[src/rtl/oam_dma_controller.sv]
// rtl/oam_dma_controller.sv - Game Boy OAM DMA sequencer (FF46 -> 160-byte copy into OAM)
//
// A write to FF46 latches the source page and copies BYTES bytes from
// {page, 00..BYTES-1} into OAM, one read (READ_WAIT granted cycles) plus one
// OAM write per byte. Echo-RAM pages E0..FF are folded down to C0..DF.
//
// Ports:
//   i_clock, i_reset         clock, synchronous active-high reset
//   i_mem_enable, i_rd_n,    MMU register bus (select, read/write strobes,
//   i_wr_n, i_a, i_di, o_do  address, write data, read data)
//   o_dma_req, i_dma_gnt     source-bus request / grant
//   o_dma_addr, o_dma_rd_n,  source address, read strobe, read data
//   i_dma_di
//   o_oam_we, o_oam_addr,    OAM write port (one pulse per byte)
//   o_oam_do
//   o_dma_active             copy in progress (CPU limited to HRAM)
//   o_dma_done               one-cycle pulse after the last OAM write

module oam_dma_controller #(
  parameter int BYTES     = 160,
  parameter int READ_WAIT = 1
) (
  input  logic        i_clock,
  input  logic        i_reset,
  input  logic        i_mem_enable,
  input  logic        i_rd_n,
  input  logic        i_wr_n,
  input  logic [15:0] i_a,
  input  logic [7:0]  i_di,
  output logic [7:0]  o_do,
  output logic        o_dma_req,
  input  logic        i_dma_gnt,
  output logic [15:0] o_dma_addr,
  output logic        o_dma_rd_n,
  input  logic [7:0]  i_dma_di,
  output logic        o_oam_we,
  output logic [7:0]  o_oam_addr,
  output logic [7:0]  o_oam_do,
  output logic        o_dma_active,
  output logic        o_dma_done
);

  localparam int              WW        = (READ_WAIT > 1) ? $clog2(READ_WAIT) : 1;
  localparam logic [7:0]      LAST_IDX  = 8'(BYTES - 1);
  localparam logic [WW-1:0]   WAIT_LAST = WW'(READ_WAIT - 1);
  localparam logic [15:0]     REG_ADDR  = 16'hFF46;

  typedef enum logic [1:0] {
    S_IDLE  = 2'd0,
    S_READ  = 2'd1,
    S_WRITE = 2'd2
  } state_t;

  state_t        r_state;
  state_t        w_state_next;

  logic          r_wr_hit_d;
  logic [7:0]    r_src_hi;
  logic [7:0]    r_idx;
  logic [WW-1:0] r_wait_cnt;
  logic [7:0]    r_byte_buf;
  logic          r_done;

  logic          w_wr_hit;
  logic          w_rd_hit;
  logic          w_start;
  logic          w_last;
  logic [7:0]    w_page_hi;

  assign w_wr_hit = i_mem_enable & ~i_wr_n & (i_a == REG_ADDR);
  assign w_rd_hit = i_mem_enable & ~i_rd_n & (i_a == REG_ADDR);
  // Edge detect so a strobe held for many cycles launches only one copy.
  assign w_start  = w_wr_hit & ~r_wr_hit_d;
  assign w_last   = (r_idx == LAST_IDX);
  // Echo RAM E000..FFFF mirrors C000..DFFF.
  assign w_page_hi = (r_src_hi >= 8'hE0) ? (r_src_hi - 8'h20) : r_src_hi;

  assign o_do       = w_rd_hit ? r_src_hi : 8'h00;
  assign o_dma_done = r_done;

  always_ff @(posedge i_clock) begin
    if (i_reset) begin
      r_state <= S_IDLE;
    end else begin
      r_state <= w_state_next;
    end
  end

  always_comb begin
    w_state_next = r_state;
    o_dma_req    = 1'b0;
    o_dma_active = 1'b0;
    o_dma_addr   = 16'h0000;
    o_dma_rd_n   = 1'b1;
    o_oam_we     = 1'b0;
    o_oam_addr   = 8'h00;
    o_oam_do     = 8'h00;
    case (r_state)
      S_READ: begin
        o_dma_req    = 1'b1;
        o_dma_active = 1'b1;
        o_dma_addr   = {w_page_hi, r_idx};
        o_dma_rd_n   = ~i_dma_gnt;
        if (i_dma_gnt && (r_wait_cnt == WAIT_LAST)) begin
          w_state_next = S_WRITE;
        end
      end
      S_WRITE: begin
        o_dma_req    = 1'b1;
        o_dma_active = 1'b1;
        o_oam_we     = 1'b1;
        o_oam_addr   = r_idx;
        o_oam_do     = r_byte_buf;
        w_state_next = w_last ? S_IDLE : S_READ;
      end
      default: begin
        w_state_next = S_IDLE;
      end
    endcase
    // A new FF46 write restarts from byte 0 whatever is in flight.
    if (w_start) begin
      w_state_next = S_READ;
    end
  end

  always_ff @(posedge i_clock) begin
    if (i_reset) begin
      r_wr_hit_d <= 1'b0;
      r_src_hi   <= 8'hFF;
      r_idx      <= 8'h00;
      r_wait_cnt <= '0;
      r_byte_buf <= 8'h00;
      r_done     <= 1'b0;
    end else begin
      r_wr_hit_d <= w_wr_hit;
      // A restart landing on the final write cancels the completion pulse.
      r_done     <= (r_state == S_WRITE) && w_last && !w_start;
      if (w_start) begin
        r_src_hi   <= i_di;
        r_idx      <= 8'h00;
        r_wait_cnt <= '0;
      end else begin
        case (r_state)
          S_READ: begin
            if (!i_dma_gnt) begin
              // Losing the bus discards partial wait progress.
              r_wait_cnt <= '0;
            end else if (r_wait_cnt == WAIT_LAST) begin
              r_byte_buf <= i_dma_di;
              r_wait_cnt <= '0;
            end else begin
              r_wait_cnt <= r_wait_cnt + 1'b1;
            end
          end
          S_WRITE: begin
            if (!w_last) begin
              r_idx <= r_idx + 8'h01;
            end
          end
          default: begin
          end
        endcase
      end
    end
  end

endmodule

[config.mk]
export PLATFORM = sky130hd
export DESIGN_NAME = oam_dma_controller
export DESIGN_NICKNAME = d
export VERILOG_FILES = /design/src/rtl/oam_dma_controller.sv
export SDC_FILE = /design/constraint.sdc
export NUM_CORES = 1
export LEC_CHECK = 0
export CAP_MARGIN = 25
export CELL_PAD_IN_SITES_DETAIL_PLACEMENT = 0
export CELL_PAD_IN_SITES_GLOBAL_PLACEMENT = 1
export CORE_MARGIN = 3
export CORE_UTILIZATION = 28
export CTS_CLUSTER_DIAMETER = 200
export CTS_CLUSTER_SIZE = 30
export DETAILED_ROUTE_END_ITERATION = 7
export PLACE_DENSITY = 0.83
export SLEW_MARGIN = 20
export SYNTH_ARGS = -nofsm -noshare
export SYNTH_HDL_FRONTEND = slang
export SYNTH_SLANG_ARGS = --single-unit
export TNS_END_PERCENT = 100
[constraint.sdc]
create_clock -name i_clock -period 2.4 [get_ports i_clock]
set_clock_uncertainty 0.2 [all_clocks]
set_input_delay 0.6 -clock i_clock [delete_from_list [all_inputs] [get_ports i_clock]]
set_output_delay 0.6 -clock i_clock [all_outputs]
set_load 0.1 [all_outputs]
==> impl_metrics.yaml, run 1 <==
status:
  outcome: "finished with violations"
  violations: "setup timing"
synth:
  synth_compound_gate_area_share_pct: 8.866
  synth_area_per_cell_um2: 8.765
  synth-seq-cells: 28
  synth_top_family_by_area: "simple AND/OR/NAND/NOR gates"
  ys_warn_count: 0
  synth_cell_types: 37
  yosys.area.top_type: "dfxtp_1"
  synthCells: 190
  synth_mux_area_share_pct: 6.011
  ys_top_cells_by_area: "dfxtp_1 (34%), and2_1 (11%), mux2i_1 (6.0%)"
  synth.cell_area_um2: 1665
  synth_nets: 233
  synth_simple_gate_area_share_pct: 36.81
  synth_top_area_share_pct: 33.66
  synth_xor_xnor_area_share_pct: 3.681
  synth-adder-area-share_pct: 3.757
  ys_async_sr_fraction_pct: 0
  yosysSeqAreaShare_pct: 33.66
  synth_edf_count: 0
  ys.flop_type: "dfxtp_1"
grt:
  grt_max_degree: 26
  antenna_found_initial: 0
  grt_pass1_wl_um: 7872
  grt_usage_pct: 13.68
  grt_overflow: 0
  grt_pass1_vias: 1642
cells_and_area:
  layout-drive-gt1-share_pct: 49.83
  syn_to_final_growth_pct: 104.7
  seq_area_um2: 561.8
  final_nets: 332
  nFillCells: 455
  stdcell_area_um2: 3410
  postLayoutCoreUtil_pct: 60.43
  n_antenna_cell: 0
  multiInputGateArea_um2: 1222
worst_setup_path:
  path_class: "primary input to output port"
  startpoint: "i_a[10]"
  cpPeakStageDelay_ps: 410
  worstPathArrival_ps: 1770
  cp-end-kind: "output port"
  r2r_start: "r_idx[0]"
  crit_path_cell_trace: "buf_6, nand2_4, or3_4, buf_8, nor4_4, buf_12"
  cp_data_required_time_ps: 1600
  crit_fanout: 4
  startpoint_type: "primary input"
  crit_slowest_cell: "or3_4"
timing:
  worst_hold_slack_ps: 262.8
  worst_pin_slew_ps: 490.4
  fmax_ghz: 0.3886
  finalWorstPathRequiredPeriod_ps: 2573
  rsz0062_at_grt: "yes"
  drv_slew: 0
  slew-limit-headroom_pct: 66.96
  worst_slack_ps: -173.4
  hold_viol: 0
  tns_ps: -1321
  setup_viol: 8
  fin_crit_sh_pct: 107.2
die:
  die-area_um2: 6909
  core_area_um2: 5642
  die_w_um: 83.12
  start_util_pct: 29.52
  die_y_um: 83.12
  rows: 27
  io_pins: 83
drt:
  drc: 0
  wirelength_um: 4929
  drtAntennaViolNets: 0
  num_vias: 1676
  drtIter0Drc: 58
  first_pass_iters: 4
  via_per_inst: 4.669
  wl_per_cell_um: 13.73
clock_network:
  clock_latency_ps: 270
  path_clk_slew_ps: 90
  htreeDepth: 1
  cts_tree: "done"
  cts.sinks: 28
  cts_buffers: 3
  clk_path_buf_depth: 2
  cts-root-buf: "clkbuf_8"
run:
  drv_cap: 0
worst_hold_path:
  hp-start: "r_byte_buf[3]"
  min_path_type: "flip-flop to flip-flop"
placement:
  dpl-instance-area_um2: 3348
  place.detailed.hpwl_um: 3924
  dp_slack_ps: -605.9
  gp_congestion: 0.7622
  io_buffer_count: 82
power:
  p_per_area_nw_per_um2: 241.2
  leakage_nw: 1.340
  ir_worst_vdd_uv: 227.0
synth_stat cells, types with 2 or more instances:
master / number
nor4_1: 9
and2_1: 30
xor2_1: 7
nand2_1: 24
ha_1: 5
nor2_1: 2
a31oi_1: 2
buf_6: 2
nor3_2: 9
buf_1: 2
mux2i_1: 10
nand4_1: 10
nand3_1: 3
inv_1: 11
clkbuf_1: 6
o211ai_1: 9
and3_1: 2
dfxtp_1: 28
worst max-delay path, delay by kind of cell:
family / cells / cell delay [ps]
buffers and inverters: 3 / 440
and+or+nand+nor: 3 / 720
power breakdown:
group	internal, W	switching, W
clock network	0.000113	0.000144
registers	0.000464	0.00000000111
logic	0.0000614	0.0000403
total	0.000638	0.000184
layer usage:
metal,part of all wire [%],GRT usage (%)
met1,44,17.18
met5,0,0
met4,0.20,1.337
met3,4.7,3.175
met2,51,24.56
final timing paths:
check | end | slack (ps) | cells after the start
worst max-delay path | o_do[7] | -170 | 6
worst min-delay path | r_byte_buf[3] | 260 | 2
worst max register to register | r_idx[1] | 360 | 5
worst min register to register | r_byte_buf[3] | 260 | 2
flip-flops by register name (all words and copies together) (netlist names):
name	cells
o_dma_done	1
r_byte_buf	8
r_idx	8
r_src_hi	8
r_state	2
r_wr_hit_d	1
repair_timing:
action	in CTS	in global routing
endpoints found under the setup margin	9	10
pin swaps	16	14
gates cloned	0	1
hold buffers	0	0
gates resized for setup	46	19
buffers inserted	1	0
stage by stage:
stage,std cells,total power (W)
after floorplan,190,0.0005026
after global placement,354,0.0005771
after detailed placement,354,0.0005787
after CTS,358,0.0008270
after global routing,359,0.0008654
final,359,0.0008224
cells in the final DEF, fill, tap and decap left out, types with 2 or more instances in the layout:
cell type        synthesis  final
and2_2                   0     13
xor2_1                   7      7
nor4_4                   0      8
buf_8                    1      2
nand3_1                  3      3
dlygate4sd2_1            0      3
o211ai_1                 9      9
buf_2                    0      7
ha_1                     5      3
clkbuf_2                 0      3
dfxtp_1                 28     27
inv_1                   11     10
clkbuf_8                 0      3
nand4_1                 10     10
clkdlybuf4s50_1          0     20
buf_4                    1     17
mux2i_1                 10     10
buf_6                    2      8
and3_1                   2      2
nand2_2                  0      2
and2_4                   0     10
buf_12                   0     46
nand2_1                 24     21
and2_1                  30      7
nor3_2                   9      9
a31oi_4                  1      3
cell type report:
cell class	count	area share, %
flip-flops and latches	28	16.48
inverters	12	1.431
clock buffers	3	1.211
multi-input cells	138	35.85
well taps	72	2.642
repair buffers	106	42.39
kinds of logic after synthesis:
| group | Yosys count |
|---|---|
| AND/OR/NAND/NOR | 98 |
| XOR/XNOR | 7 |
| adder cells (fa/ha/maj) | 5 |
| flip-flops | 28 |
| buffers and inverters | 24 |
| multiplexers | 10 |
| AO/OA/AOI/OAI | 18 |
Note: power is estimated with default switching activity, not from simulation.
==> inputs of run 2 (changes only) <==
- CORE_MARGIN: 3 -> 2
==> run 2 against run 1 <==
Net effect:
- the run still ends with setup timing left
- cell area grew 3.4%
- utilization shrank 0.19 points
- count of clock-buffer cells in the layout stayed put
- first-iteration DRC count decreased by 40%
- wire length up 3.0%
- non-clock buffer count grew 9
- critical path depth unchanged
- worst setup slack got worse by 38 ps
- sequential share of layout area down 0.50 points
- register-to-register slack better by 130 ps
- die area decreased by 4.8%
- sequential power about the same
- critical path type unchanged
- critical endpoint is now o_do[2]
- largest power group unchanged
- highest routed layer unchanged
==> impl_metrics.yaml, run 2 (same netlist as run 1, synthesis figures left out) <==
power:
  p_per_area_nw_per_um2: 270.3
  p_sw_w: 0.0001947
  total_power_w: 0.0009526
  seq_power_share_pct: 48.7
  combPwrFrac_pct: 11.8
  ir_worst_vdd_uv: 206.4
  p_int_w: 0.0007580
  leakage_nw: 1.397
  swShare_pct: 20.43
  pwr-share-clk_pct: 39.4
timing:
  fin_crit_sh_pct: 108.8
  drv_slew: 0
  tns_ps: -1458
  rsz0062_at_grt: "yes"
  worst_slack_ps: -211.0
  fmax_ghz: 0.3830
  worst_hold_slack_ps: 265.1
  worst_pin_slew_ps: 503.6
  finalWorstPathRequiredPeriod_ps: 2611
  slew-limit-headroom_pct: 66.07
  hold_viol: 0
  setup_viol: 8
cells_and_area:
  n_antenna_cell: 0
  final_cell_mix: "buf_12 (47), buf_4 (28), dfxtp_1 (26), nand2_1 (21), clkdlybuf4s50_1 (20)"
  final_common_cell: "buf_12"
  largest_registers: "r_byte_buf x8, r_idx x8, r_src_hi x8"
  final_nets: 341
  layout-drive-gt1-share_pct: 51.52
  postLayoutCoreUtil_pct: 60.24
  syn_to_final_growth_pct: 111.6
drt:
  wl_per_cell_um: 13.65
  wirelength_um: 5079
  drtAntennaViolNets: 0
  drtIter0Drc: 35
  drc: 0
  via_per_inst: 4.634
  first_pass_iters: 4
  num_vias: 1724
die:
  die_y_um: 81.12
  die_w_um: 81.12
  io_pins: 83
  die-area_um2: 6580
  start_util_pct: 28.46
  rows: 28
  core_area_um2: 5851
status:
  violations: "setup timing"
  outcome: "finished with violations"
clock_network:
  cts.sinks: 28
  cts_buffers: 3
  cts_tree: "done"
  clock_latency_ps: 270
  cts-root-buf: "clkbuf_8"
  path_clk_slew_ps: 100
  clk_path_buf_depth: 2
  ctsHoldBuffers: 0
  htreeDepth: 1
worst_setup_path:
  cp_data_required_time_ps: 1600
  crit_path_cell_trace: "buf_6, nand2_2, or3_4, buf_12, nor4_4, buf_12"
  endpoint: "o_do[2]"
  cp-end-kind: "output port"
  startpoint_type: "primary input"
  startpoint: "i_a[15]"
  r2r_cells: 5
  path_class: "primary input to output port"
  crit_fanout: 6
  reg2reg_setup_slack_ps: 490
  worstPathArrival_ps: 1810
  cpPeakStageDelay_ps: 410
  crit_slowest_cell: "or3_4"
  rr_endpoint: "r_idx[1]"
  r2r_start: "r_idx[0]"
  crit_path_frequent_cell: "buf_12"
grt:
  grt_pass1_vias: 1743
  grt_overflow: 0
  grt_pass1_wl_um: 8342
  grt_max_degree: 26
  antenna_found_initial: 0
  grt_usage_pct: 16.05
worst_hold_path:
  min_path_type: "flip-flop to flip-flop"
placement:
  place.detailed.hpwl_um: 3709
  io_buffer_count: 82
  dp_slack_ps: -638.5
  gp_congestion: 0.7889
run:
  drv_cap: 0
==> run 2: metrics by stage <==
step	area (µm²)	std cells
2_1_floorplan	1887	190
3_3_place_gp	3344	356
3_5_place_dp	3344	356
4_1_cts	3490	370
5_1_grt	3525	372
6_report	3525	372
==> run 2: power groups by stage <==
| stage | clock network, W | logic, W | registers (W) |
|---|---|---|---|
| finish | 0.000376 | 0.000113 | 0.000464 |
| CTS | 0.000389 | 0.000107 | 0.000464 |
| global placement | 0 | 0.000103 | 0.000475 |
| floorplan | 0 | 0.0000276 | 0.000475 |
| global route | 0.000404 | 0.000120 | 0.000464 |
| detailed placement | 0 | 0.000104 | 0.000475 |
==> run 2: area by class of cell <==
cell class,instances,area [µm²]
inverter,12,48.80
clock inverter,1,30.03
multi-input combinational,138,1224
timing repair buffer,115,1524
fill,465,2326
clock buffer,3,41.29
sequential,28,563.0
tap,75,93.84
==> run 2: layer usage <==
| layer | part of all wire, % | up-vias | global-route usage, % | wire length [µm] |
|---|---|---|---|---|
| li1 | - | 880 | - | - |
| met1 | 45 | 794 | 20.37 | 2293 |
| met2 | 50 | 40 | 28.43 | 2538 |
| met3 | 2.8 | 10 | 1.889 | 143 |
| met4 | 2.0 | 0 | 4.746 | 104 |
| met5 | 0 | - | 0 | 0 |
==> run 2: critical path: cells and delay by family <==
| kind | cells | cell delay, ps |
|---|---|---|
| buffers and inverters | 3 | 450 |
| and+or+nand+nor | 3 | 750 |
==> run 2: repair_timing <==
action,in CTS,in global routing
setup endpoints to repair,9,23
gates resized for setup,47,17
pin swaps,16,15
setup buffers,10,2
==> run 2: how the worst min path moves through the flow <==
stage / from / endpoint / slack, ps / depth (start not counted)
after floorplan: r_byte_buf[7] / r_byte_buf[7] / 230 / 2
after global placement: r_byte_buf[7] / r_byte_buf[7] / 240 / 2
after detailed placement: r_byte_buf[0] / r_byte_buf[0] / 250 / 2
after CTS: r_byte_buf[1] / r_byte_buf[1] / 270 / 2
after global routing: r_byte_buf[1] / r_byte_buf[1] / 290 / 2
final: r_byte_buf[5] / r_byte_buf[5] / 270 / 2
==> inputs of run 3 (changes only) <==
- CORE_MARGIN: 2 -> default
- REMOVE_ABC_BUFFERS: default -> 1
==> run 3 against run 2 <==
Net effect:
- the flow still finishes with violations (setup timing)
- sequential share of layout area up 0.72 points
- via count is 3.2% higher
- clock power decreased by 35%
- global-route usage increased by 0.78 points
- highest routed layer unchanged
- combinational power down 4%
- fmax decreased by 4.5%
- critical path type unchanged
- wire length rose by 0.47%
==> impl_metrics.yaml, run 3 (same netlist as run 1, synthesis figures left out) <==
status:
  outcome: "finished with violations"
  violations: "setup timing"
clock_network:
  clock_latency_ps: 260
  cts.sinks: 28
  htreeDepth: 1
  cts-root-buf: "clkbuf_8"
  cts_buffers: 3
  cts_tree: "done"
  clk_path_buf_depth: 2
  path_clk_slew_ps: 90
drt:
  wirelength_um: 5103
  drtIter0Drc: 84
  num_vias: 1780
  drtAntennaViolNets: 0
  wl_per_cell_um: 13.87
  first_pass_iters: 4
  drc: 0
  via_per_inst: 4.837
cells_and_area:
  n_antenna_cell: 0
  final_cell_mix: "buf_12 (45), and2_1 (30), buf_4 (29), dfxtp_1 (27), nand2_1 (21)"
  finalNonFillerCells: 368
  layout-drive-gt1-share_pct: 42.57
  final_common_cell: "buf_12"
  final_nets: 341
  largest_registers: "r_byte_buf x8, r_idx x8, r_src_hi x8"
  stdcell_area_um2: 3364
  syn_to_final_growth_pct: 102.0
placement:
  gp_congestion: 0.7954
  dp_slack_ps: -686.1
  io_buffer_count: 82
  dpl.cell_count: 352
  dpl-instance-area_um2: 3102
  place.detailed.hpwl_um: 3716
timing:
  hold_viol: 0
  slew-limit-headroom_pct: 52.42
  drv_slew: 0
  fmax_ghz: 0.3659
  rsz0062_at_grt: "yes"
  tns_ps: -1979
  finalWorstPathRequiredPeriod_ps: 2733
  worst_hold_slack_ps: 258.8
  worst_pin_slew_ps: 713.8
  setup_viol: 8
  worst_slack_ps: -333.3
  fin_crit_sh_pct: 113.9
grt:
  antenna_found_initial: 0
  grt_pass1_vias: 1877
  grt_pass1_wl_um: 8424
  grt_max_degree: 26
  grt_overflow: 0
  grt_usage_pct: 16.83
die:
  io_pins: 83
  die-area_um2: 6260
  core_area_um2: 5608
  die_y_um: 79.12
  die_w_um: 79.12
  start_util_pct: 29.70
  rows: 27
worst_setup_path:
  cpPeakStageDelay_ps: 290
  reg2reg_setup_slack_ps: 360
  crit_slowest_cell: "and4bb_1"
  crit_path_frequent_cell: "buf_6"
  rr_endpoint: "r_idx[1]"
  worstPathArrival_ps: 1930
  crit_path_cell_trace: "buf_6, and4bb_1, nand4_1, buf_6, nor4_4, buf_4, buf_12"
  cp-end-kind: "output port"
  path_class: "primary input to output port"
  r2r_start: "r_idx[1]"
  startpoint: "i_a[0]"
  endpoint: "o_do[7]"
  startpoint_type: "primary input"
  critical_path.top_delay_family: "simple AND/OR/NAND/NOR gates"
  crit_fanout: 5
  r2r_cells: 5
  path_buf_inv: 4
  cp_num_cells: 7
  cp_data_required_time_ps: 1600
run:
  drv_cap: 0
power:
  leakage_nw: 1.360
  ir_worst_vdd_uv: 190.8
  p_per_area_nw_per_um2: 243.4
worst_hold_path:
  min_path_type: "flip-flop to flip-flop"
==> run 3: worst min path at each step <==
stage / slack [ps] / from / to / cells past startpoint
floorplan: 230 / r_byte_buf[0] / r_byte_buf[0] / 2
global placement: 240 / r_byte_buf[6] / r_byte_buf[6] / 2
detailed placement: 250 / r_byte_buf[1] / r_byte_buf[1] / 2
CTS: 260 / r_byte_buf[4] / r_byte_buf[4] / 2
global route: 270 / r_byte_buf[5] / r_byte_buf[5] / 2
finish: 260 / r_byte_buf[4] / r_byte_buf[4] / 2
==> run 3: tightest hold or removal path: stages, from the launching register on <==
cell	delay (ps)
dfxtp_1	320
nand2_1	50
mux2i_1	50
==> run 3: repair_timing <==
| action | 4_1_cts | 5_1_grt |
|---|---|---|
| gates cloned | 2 | 0 |
| pin swaps | 16 | 8 |
| endpoints found under the setup margin | 35 | 35 |
| resized for setup | 77 | 9 |
| hold buffers | 0 | 0 |
| buffers inserted | 11 | 0 |
==> run 3: layout make-up <==
| cell class | instances | area, µm² |
|---|---|---|
| fill | 490 | 2243 |
| timing repair buffer | 114 | 1481 |
| multi-input combinational | 139 | 1145 |
| sequential | 28 | 561.8 |
| tap | 72 | 90.09 |
| inverter | 12 | 45.04 |
| clock buffer | 3 | 41.29 |
==> run 3: stage by stage <==
step | power, W | utilization, %
after global routing | 0.0008586 | 60.00
after global placement | 0.0005700 | 55.31
after floorplan | 0.0004914 | -
after CTS | 0.0008262 | 58.84
after detailed placement | 0.0005719 | 55.31
final | 0.0008190 | 60.00
==> run 3: where the power goes <==
part | total, W | internal [W] | switching, W
registers | 0.000464 | 0.000464 | 0.00000000100
clock network | 0.000246 | 0.000112 | 0.000134
logic | 0.000109 | 0.0000662 | 0.0000424
total | 0.000819 | 0.000643 | 0.000176
==> run 3: layer usage <==
metal	wire length (µm)	part of all wire [%]	vias to the layer above	global-route usage, %
li1	-	-	880	-
met1	1968	39	830	17.79
met2	2723	53	66	32.24
met3	372	7.3	4	4.713
met4	39	0.76	0	4.364
met5	0	0	-	0
==> patch 1: new RTL, settings of run 2 <==
The 3 states of `state_t` get a one-hot encoding in 3 bits.
--- a/src/rtl/oam_dma_controller.sv
+++ b/src/rtl/oam_dma_controller.sv
@@ -47,6 +47,6 @@
 
-  typedef enum logic [1:0] {
-    S_IDLE  = 2'd0,
-    S_READ  = 2'd1,
-    S_WRITE = 2'd2
+  typedef enum logic [2:0] {
+    S_IDLE  = 3'b001,
+    S_READ  = 3'b010,
+    S_WRITE = 3'b100
   } state_t;
Behaviour: no difference found for any inputs over 10 cycles, from zero or initial values and one cycle with i_reset high; not proved beyond that.
==> patch 1 against run 2 <==
The flow still finishes with violations (setup timing); fmax grew 4.4%; sequential power grew 4%; synthesized area shrank 4.7%; power grew 22%; via count shrank 8.2%; core utilization shrank 2.1 points; clock power grew 59%; worst setup slack gained 110 ps; wire length shrank 13%; final area shrank 9.7%; sequential cell count grew 1; largest cell class unchanged.
==> patch 1: results (changes against run 2) <==
| Metric | Value |
|---|---|
| Run status | `complete, but fails checks` |
| Failing checks | `setup timing` |
| Initial drt markers | `52 (+49%)` |
| WL met3 | `298 um (+110%)` |
| Clock transition at path regs | `60 ps (-40 ps)` |
| Routed wl met2 | `2310 um (-8.9%)` |
| Fillers | `489 (+5.2%)` |
| Post-synth top cells | `and2_1 (34), dfxtp_1 (29), nor2_1 (21), nand2b_1 (19), inv_1 (12)` |
| Place WS | `-621 ps (+17.9 ps)` |
| Finished Cell Area | `0.00318 mm2 (-9.7%)` |
| Cell Area, Placed | `0.00304 mm2 (-9.1%)` |
| Placed cells | `344 (-3.4%)` |
| Leakage Power | `1.34 nW (-4.4%)` |
| Met1 WL | `1770 um (-23%)` |
| Max stage delay on crit path | `240 ps (-170 ps)` |
| CTS HTree Levels | `2 (+1)` |
| Setup TNS | `-757 ps (+701 ps)` |
| Fin worst setup slack | `-102 ps (+109 ps)` |
| Maximum VDD drop | `0.343 mV (+66%)` |
| Critical Path AT | `1700 ps (-110 ps)` |
| Vias per cell | `4.44 (-4.1%)` |
| Mapped Cells | `193 (+1.6%)` |
| Rel. slew slack | `0.780 (+0.119)` |
| GPL Wtd Cong | `0.750 (-4.9%)` |
| Total GRT Usage | `0.152 (-0.00825)` |
| Clock buffer depth | `2 (unchanged)` |
| Clock Power | `0.598 mW (+59%)` |
| Area contributors post-synth | `dfxtp_1 (37%), and2_1 (13%), nand2b_1 (7.5%)` |
| Share of cells above drive strength 1 | `0.419 (-0.0961)` |
| Power per cell area | `366 mW/mm2 (+35%)` |
| Synth cell types | `30 (-19%)` |
| Largest net degree at the start of global routing | `28 (+7.7%)` |
| Ys flop type | `dfxtp_1` |
| Clock sinks | `29 (+3.6%)` |
| CP max stage cell | `nor4_4` |
| Number of global-route vias before repair | `1651 (-5.3%)` |
| Int Pwr | `0.951 mW (+25%)` |
| Clock buffer count from CTS | `5 (+2)` |
| Sequential share of power | `0.414 (-0.073)` |
| Met1 usage | `0.154 (-0.0496)` |
| Met3 Usage GRT | `0.0659 (+0.0470)` |
| First-pass GRT wire length | `7540 um (-9.6%)` |
| Layout Nets | `323 (-5.3%)` |
| Clk_lat worst skew | `~280 ps` |
| Type of the worst min-delay path | `register to register` |
| Wire per inst | `12.4 um (-9.1%)` |
| Routed WL | `4420 um (-13%)` |
| Endpoints failing setup | `8 (unchanged)` |
| Post-DP HPWL | `3440 um (-7.3%)` |
| Met2 Usage GRT | `0.282 (-0.00209)` |
| Register area share after synthesis | `0.366 (+0.0293)` |
-- patch 1: worst paths after layout --
check,startpoint,to,slack (ps),cells past startpoint
min,r_byte_buf[0],r_byte_buf[0],270,2
min reg2reg,r_byte_buf[0],r_byte_buf[0],270,2
max reg2reg,r_idx[0],r_idx[0],570,6
max,i_a[5],o_do[2],-100,7
-- patch 1: cells by family after synthesis --
group           Yosys count  share of synthesized area
xor+xnor                  6                     0.0331
fa+ha+maj                 2                     0.0158
simple gates            112                      0.400
mux                       8                     0.0505
compound gates           12                     0.0607
flops                    29                      0.366
buf+inv                  24                     0.0741
-- patch 1: timing repair --
action,CTS,global route
hold endpoints to repair,0,0
buffers inserted,4,0
pin swaps,13,2
resized for setup,51,6
endpoints found under the setup margin,8,11
-- patch 1: cell type report --
class	count	share of cell area
Clock inverter	3	0.0204
Sequential cell	29	0.183
Multi-Input combinational cell	140	0.315
Inverter	12	0.0142
Clock buffer	5	0.0216
Timing Repair Buffer	95	0.417
Tap cell	72	0.0283
==> patch 2: new RTL, flow settings as in run 2 <==
Made on the original files. Set the parameter `BYTES` to 120 (it was 160).
--- a/src/rtl/oam_dma_controller.sv
+++ b/src/rtl/oam_dma_controller.sv
@@ -19,3 +19,3 @@
 module oam_dma_controller #(
-  parameter int BYTES     = 160,
+  parameter int BYTES     = 120,
   parameter int READ_WAIT = 1
Formal check against the unedited RTL: no difference found for any inputs over 10 cycles, from zero or initial values and one cycle with i_reset high; that may be too few to reach the edited logic, so the function may still have changed.
==> patch 2 against run 2 <==
The run still ends with setup timing left; synthesized area down 2.7%; final area down 9.1%; sequential cell count unchanged; power down 15%; wire length down 2.3%; first-iteration DRC count up 89%; clock power down 32%; via count up 1.3%; worst setup slack worse by 5.2 ps; highest routed layer unchanged.
==> patch 2: results (changes against run 2) <==
| Metric | Value |
|---|---|
| Worst R2R Start | `r_state[0]` |
| Initial drt markers | `66 (+89%)` |
| Failing checks | `setup timing` |
| Hold EP | `r_byte_buf[1]` |
| Worst r2r dst | `r_state[0]` |
| Switching share of power | `0.215 (+0.0102)` |
| Fillers | `501 (+7.7%)` |
| CP max stage cell | `and4bb_1` |
| Fin worst setup slack | `-216 ps (-5.23 ps)` |
| CP max FO | `3 (-3)` |
| Synth Area in Compound Gates | `0.106 (+0.0171)` |
| Comb_multi_in | `148 (+7.2%)` |
| WHS | `256 ps (-9.24 ps)` |
| Actual slew at the worst max-slew pin | `431 ps (-72.5 ps)` |
| Run status | `complete, but fails checks` |
| Syn Nets | `239 (+2.6%)` |
| Endpoints failing setup | `8 (unchanged)` |
| Repair and plain buffers | `99 (-14%)` |
| Xor and xnor area share after synthesis | `0.0270 (-0.00979)` |
| Total GRT Usage | `0.157 (-0.00384)` |
| Place WS | `-577 ps (+61.2 ps)` |
| Data buffer area share | `0.426 (-0.00676)` |
| Sequential share of power | `0.574 (+0.087)` |
| Worst Reg-to-Reg Cells | `6 (+1)` |
| Area contributors post-synth | `dfxtp_1 (35%), and2_1 (14%), mux2i_1 (6.2%)` |
| Clk pwr share | `0.314 (-0.080)` |
| CP startpoint | `i_a[3]` |
| Maximum VDD drop | `0.191 mV (-7.3%)` |
| Post-synthesis mux area share | `0.0618 (+0.00167)` |
| Non-CTS inverters | `8 (-4)` |
| GPL Wtd Cong | `0.799 (+1.3%)` |
| Routed WL | `4960 um (-2.3%)` |
| Worst hold path startpoint | `r_byte_buf[1]` |
| Vias per cell | `4.88 (+5.2%)` |
| Leakage Power | `1.23 nW (-12%)` |
| Adder-cell share of the synthesized area | `0.0386 (+0.00104)` |
| Synth cell types | `33 (-11%)` |
| Fraction of area in multi-input gates | `0.348 (about the same)` |
| Largest net degree at the start of global routing | `20 (-23%)` |
| Sequential cell area share | `0.175 (+0.0156)` |
| ClkCell Share | `0.0129 (-0.00735)` |
| Setup Fix Bufs, Post-CTS | `0 (-10)` |
| Layout Nets | `331 (-2.9%)` |
| Max stage delay on crit path | `270 ps (-140 ps)` |
| Worst setup path end | `o_do[6]` |
| Register area share after synthesis | `0.346 (+0.00936)` |
| Reg2reg setup slack | `630 ps (+140 ps)` |
| First-pass GRT wire length | `7990 um (-4.2%)` |
| Post-DP HPWL | `3980 um (+7.4%)` |
[patch 2: cell count changes in the layout (fill, tap and decap cells not counted), sizes merged, moves of 4 or more]
cell	change
nand4	-6
xor2	-4
and2	+6
a31oi	+8
buf	-18
o21ai	+8
inv	-4
o211ai	-10
[patch 2: per-layer routing]
| layer | vias up | routed length, um | GRT usage |
|---|---|---|---|
| li1 | 864 | - | - |
| met1 | 808 | 1890 | 0.174 |
| met2 | 72 | 2700 | 0.298 |
| met3 | 2 | 367 | 0.0438 |
| met4 | 0 | 10 | 0.0254 |
| met5 | - | 0 | 0 |
[patch 2: through the flow]
stage | cell area [um2] | cells | setup TNS (ps) | utilization | total power, mW
after floorplan | 1750 | 196 | -2940 | - | 0.495
after global placement | 3140 | 352 | -4450 | 0.567 | 0.568
after detailed placement | 3140 | 352 | -5370 | 0.567 | 0.570
after CTS | 3180 | 355 | -1520 | 0.574 | 0.817
after global routing | 3200 | 358 | -2130 | 0.578 | 0.837
final | 3200 | 358 | -1590 | 0.578 | 0.809
